[src/rtl/sap1_fetch_sequencer.sv]
// SAP-1 fetch/decode sequencer: six-state one-hot ring, MAR, IR, operand register, retire counter.
// Latency: one instruction per 6 advancing edges; IR valid after edge 3, operand after edge 5.
// Backpressure: run=0 (or halted) freezes every register; Cp is suppressed while frozen.
module sap1_fetch_sequencer #(
  parameter int          ADDR_W = 4,
  parameter int          DATA_W = 8,
  parameter logic [3:0]  OUT_OP = 4'hE,
  parameter logic [3:0]  HLT_OP = 4'hF
) (
  input  logic              CLK,
  input  logic              CLR,
  input  logic              run,
  input  logic [ADDR_W-1:0] pc_in,
  input  logic [DATA_W-1:0] ram_data,
  output logic              Cp,
  output logic              Ep,
  output logic [ADDR_W-1:0] mem_addr,
  output logic [DATA_W-1:0] ir_out,
  output logic [3:0]        opcode,
  output logic [DATA_W-1:0] operand,
  output logic              operand_valid,
  output logic              out_strobe,
  output logic [5:0]        t_state,
  output logic              halted,
  output logic [7:0]        instr_count
);

  typedef enum logic [5:0] {
    T1 = 6'b000001,
    T2 = 6'b000010,
    T3 = 6'b000100,
    T4 = 6'b001000,
    T5 = 6'b010000,
    T6 = 6'b100000
  } tstate_t;

  tstate_t           state;
  logic [ADDR_W-1:0] mar;
  logic [DATA_W-1:0] ir;
  logic [DATA_W-1:0] opr;
  logic              opr_vld;
  logic              hlt;
  logic [7:0]        count;
  logic              advance;
  logic              mem_ref;

  // A clock edge only does work when running and not halted.
  assign advance = run & ~hlt;

  // LDA/ADD/SUB (opcodes 0..2) are the only instructions that touch memory a second time.
  assign mem_ref = (ir[DATA_W-1 -: 4] <= 4'd2);

  // Output decodes come from registered state only, never from ram_data.
  assign t_state       = state;
  assign mem_addr      = mar;
  assign ir_out        = ir;
  assign opcode        = ir[DATA_W-1 -: 4];
  assign operand       = opr;
  assign operand_valid = opr_vld;
  assign halted        = hlt;
  assign instr_count   = count;
  assign Ep            = (state == T1);
  assign Cp            = (state == T2) & advance;
  assign out_strobe    = (state == T4) & (ir[DATA_W-1 -: 4] == OUT_OP) & ~hlt;

  // Ring counter and datapath registers; everything holds unless advancing.
  always_ff @(posedge CLK or posedge CLR) begin
    if (CLR) begin
      state   <= T1;
      mar     <= '0;
      ir      <= '0;
      opr     <= '0;
      opr_vld <= 1'b0;
      hlt     <= 1'b0;
      count   <= '0;
    end else if (advance) begin
      case (state)
        T1: begin
          mar   <= pc_in;
          state <= T2;
        end
        T2: begin
          state <= T3;
        end
        T3: begin
          ir    <= ram_data;
          // Halt is detected on the incoming word so the machine parks in T4.
          if (ram_data[DATA_W-1 -: 4] == HLT_OP) hlt <= 1'b1;
          state <= T4;
        end
        T4: begin
          if (mem_ref) mar <= ir[ADDR_W-1:0];
          state <= T5;
        end
        T5: begin
          if (mem_ref) begin
            opr     <= ram_data;
            opr_vld <= 1'b1;
          end
          state <= T6;
        end
        T6: begin
          opr_vld <= 1'b0;
          count   <= count + 8'd1;
          state   <= T1;
        end
        default: begin
          state <= T1;
        end
      endcase
    end
  end

endmodule

[config.mk]
export PLATFORM = sky130hd
export DESIGN_NAME = sap1_fetch_sequencer
export DESIGN_NICKNAME = d
export VERILOG_FILES = /design/src/rtl/sap1_fetch_sequencer.sv
export SDC_FILE = /design/constraint.sdc
export NUM_CORES = 1
export LEC_CHECK = 0
export CAP_MARGIN = 5
export CORE_MARGIN = 1
export CORE_UTILIZATION = 40
export DETAILED_ROUTE_END_ITERATION = 6
export GPL_ROUTABILITY_DRIVEN = 0
export PLACE_DENSITY = 0.79
export SETUP_SLACK_MARGIN = 0.5
export SYNTH_ARGS = -nofsm -noshare
export SYNTH_HDL_FRONTEND = slang
export SYNTH_SLANG_ARGS = --single-unit
[constraint.sdc]
create_clock -name CLK -period 2 [get_ports CLK]
set_input_delay 0.2 -clock CLK [delete_from_list [all_inputs] [get_ports CLK]]
set_output_delay 0.2 -clock CLK [all_outputs]
set_load 0.005 [all_outputs]
==> impl_metrics.toml <==
[synthesis]
synth.area.top_cells = "dfrtp_1, mux2_2, nand2_1"
synth_edf_count = 0
yosys.cell_count.top_type = "dfrtp_1"
syn_avg_cell_area_um2 = 12.3
synth_cell_type_count = 30
synth_top_cells_by_count = "dfrtp_1, mux2_2, nand2_1"
netlist_area_um2 = 1590
synth_fp_nets = 145
seq_area_frac_synth = 0.567
netlist_instances = 129
ys.flop_type = "dfrtp_1"
async_flop_share = 1.00
synth_warnings = 0
synth_top_area_frac = 0.550
yosysTopAreaCell = "dfrtp_1"
synth-seq-cells = 36

[timing]
drv_slew = 0
fmax_mhz = 536
finalHoldViolations = 0
tightest_slew_ns = 0.450
tns_ns = 0
relSlewSlack = 0.700
fin_skew_ns = 0.00860
finalCritPeriodShare = 0.933
fin_crit_ns = 1.87
setup-violations-final = 0
rsz0062_at_grt = "true"

[critical_path]
crit_top_cell = "buf_4"
path_max_fanout = 4
critPathCaptureType = "flop"
rrSetupSlack_ns = 0.13
worst-setup-path-type = "flop to flop"
crit_path_top_delay_cell = "dfrtp_2"
cp_slowest_stage_delay_ns = 0.43
crit_path_cell_trace = "nor3_4, buf_4, buf_4, nand3_2, buf_6, o22ai_4, mux2_4"
r2r_cells = 7
r2r_end = "mem_addr[1]$_DFFE_PP0P_"
required_ns = 2.17
worst_ep_arrival_time_ns = 2.04
crit_path_start_kind = "flop"
rr_startpoint = "t_state[2]$_DFFE_PP0N_"

[global_route]
grt_first_pass_wirelength_um = 7340
grt_max_degree = 37
grt_pass1_vias = 1467
gr-total-overflow = 0
grt_antenna_before_repair = 0
grt.total_usage = 0.236

[clocking]
hold_buffers = 0
cts_max_level = 2
path_clk_slew_ns = 0.08
clock_path_buffers = 2
cts_buffers = 5
cts_tree = "yes"
root_buffer = "clkbuf_8"
cts.sinks = 36
clk_latency_ns = 0.29

[cells_and_area]
drive_gt1_frac = 0.480
final_core_util = 0.775
nets = 244
area.growth.synth_to_final_pct = 82.2
antenna_cells = 0
fin_cells = 277

[route]
vias = 1506
drc = 0
drt-total-wl_um = 5580
ant_nets = 0
viasPerCell = 5.44
dr.first_iter.drc_count = 84
wl_per_cell_um = 20.1
drtPass1Iterations = 4

[die]
die_width_um = 65.1
rows = 22
ios = 58
start_util = 0.425
chipHeight_um = 65.1
core_area_um2 = 3740
die-area_um2 = 4230

[place]
post-place-cells = 233
numPortBuffers = 57
dpl.hpwl_um = 2640

[status]
status = "finished clean"

[run]
maxCapViolCount = 0

[min_path]
hold_path_class = "primary input to async pin"

[power]
peakVddDrop_mv = 0.923
power.density_nw_per_um2 = 1350
power.leakage_nw = 1.41
[final cells by class]
class / instances / area (µm²)
Timing Repair Buffer: 98 / 942
Sequential cell: 36 / 911
Multi-Input combinational cell: 84 / 850
Fill cell: 221 / 843
Clock buffer: 7 / 96.3
Tap cell: 48 / 60.1
Clock inverter: 1 / 30.0
Inverter: 3 / 11.3
[kinds of logic (layout without fill, tap and decap cells)]
group	count (synthesis)	after routing	synth area share
flip-flops	36	36	0.567
multiplexers	24	24	0.170
buffers and inverters	10	109	0.0377
adder cells (fa/ha/maj)	1	1	0.00786
XOR/XNOR	7	7	0.0385
AND/OR/NAND/NOR	42	43	0.142
AO/OA/AOI/OAI	9	9	0.0377
[how the worst max path moves through the flow]
stage	start	endpoint	slack (ns)	depth (start not counted)
after detailed placement	run	operand[1]$_DFFE_PP0P_	0.06	5
after CTS	t_state[3]$_DFFE_PP0N_	instr_count[6]$_DFFE_PP0P_	0.24	10
after floorplan	halted$_DFFE_PP0P_	operand[0]$_DFFE_PP0P_	0.40	5
after global placement	run	operand[4]$_DFFE_PP0P_	0.09	5
final	t_state[2]$_DFFE_PP0N_	mem_addr[1]$_DFFE_PP0P_	0.13	7
after global routing	t_state[2]$_DFFE_PP0N_	mem_addr[0]$_DFFE_PP0P_	0.07	7
[registers in the layout (all words and copies together), names as in the netlist]
name	cells
operand_valid	1
operand	8
halted	1
mem_addr	4
instr_count	8
t_state	6
ir_out	8
[power by group]
group | switching [W] | internal [W]
combinational | 0.000744 | 0.00125
clock | 0.000262 | 0.000440
sequential | 0.000244 | 0.000984
total | 0.00125 | 0.00268
[repair_timing]
| item | in CTS | in global routing |
|---|---|---|
| setup endpoints to repair | 32 | 41 |
| gates cloned | 1 | 1 |
| pin swaps | 13 | 15 |
| gates resized for setup | 50 | 34 |
| setup buffers | 21 | 13 |
[routing by layer]
layer,share of wire,track usage,vias up
met5,0,0,-
met4,0.044,0.114,0
met3,0.057,0.0528,20
met2,0.50,0.398,80
met1,0.40,0.284,758
li1,-,-,648
[cells in the final DEF, fill, tap and decap left out, types with 2 or more instances in the layout]
cell type / Yosys / routed
buf_2: 0 / 3
buf_4: 4 / 23
buf_6: 1 / 17
clkbuf_8: 0 / 7
clkdlybuf4s50_1: 0 / 48
dfrtp_1: 35 / 28
dfrtp_2: 0 / 7
dlygate4sd2_1: 0 / 2
dlymetal6s2s_1: 0 / 4
inv_1: 3 / 3
mux2_2: 24 / 20
mux2_4: 0 / 4
nand2_1: 14 / 13
nand3_2: 1 / 2
nand3_4: 0 / 4
nand4_1: 3 / 3
nor2_2: 0 / 3
nor2_4: 0 / 2
nor3_4: 0 / 3
nor4b_4: 0 / 2
o21ai_0: 3 / 3
or2_4: 0 / 2
xnor2_1: 4 / 3
xor2_1: 3 / 3
[stage by stage]
stage	cell area (µm²)	hold slack [ns]	setup slack (ns)	power (W)
after floorplan	1620	0.344	0.396	0.00168
after global placement	2240	0.457	0.0948	0.00234
after detailed placement	2240	0.481	0.0593	0.00237
after CTS	2680	0.345	0.241	0.00355
after global routing	2900	0.389	0.0716	0.00410
final	2900	0.324	0.134	0.00393
[critical path, delay by kind of cell, from the launching register on]
family / cells / cell delay [ns]
simple gates: 2 / 0.33
compound gates: 1 / 0.24
buf+inv: 3 / 0.41
flops: 1 / 0.43
mux: 1 / 0.33
Note: power is estimated with default switching activity, not from simulation.
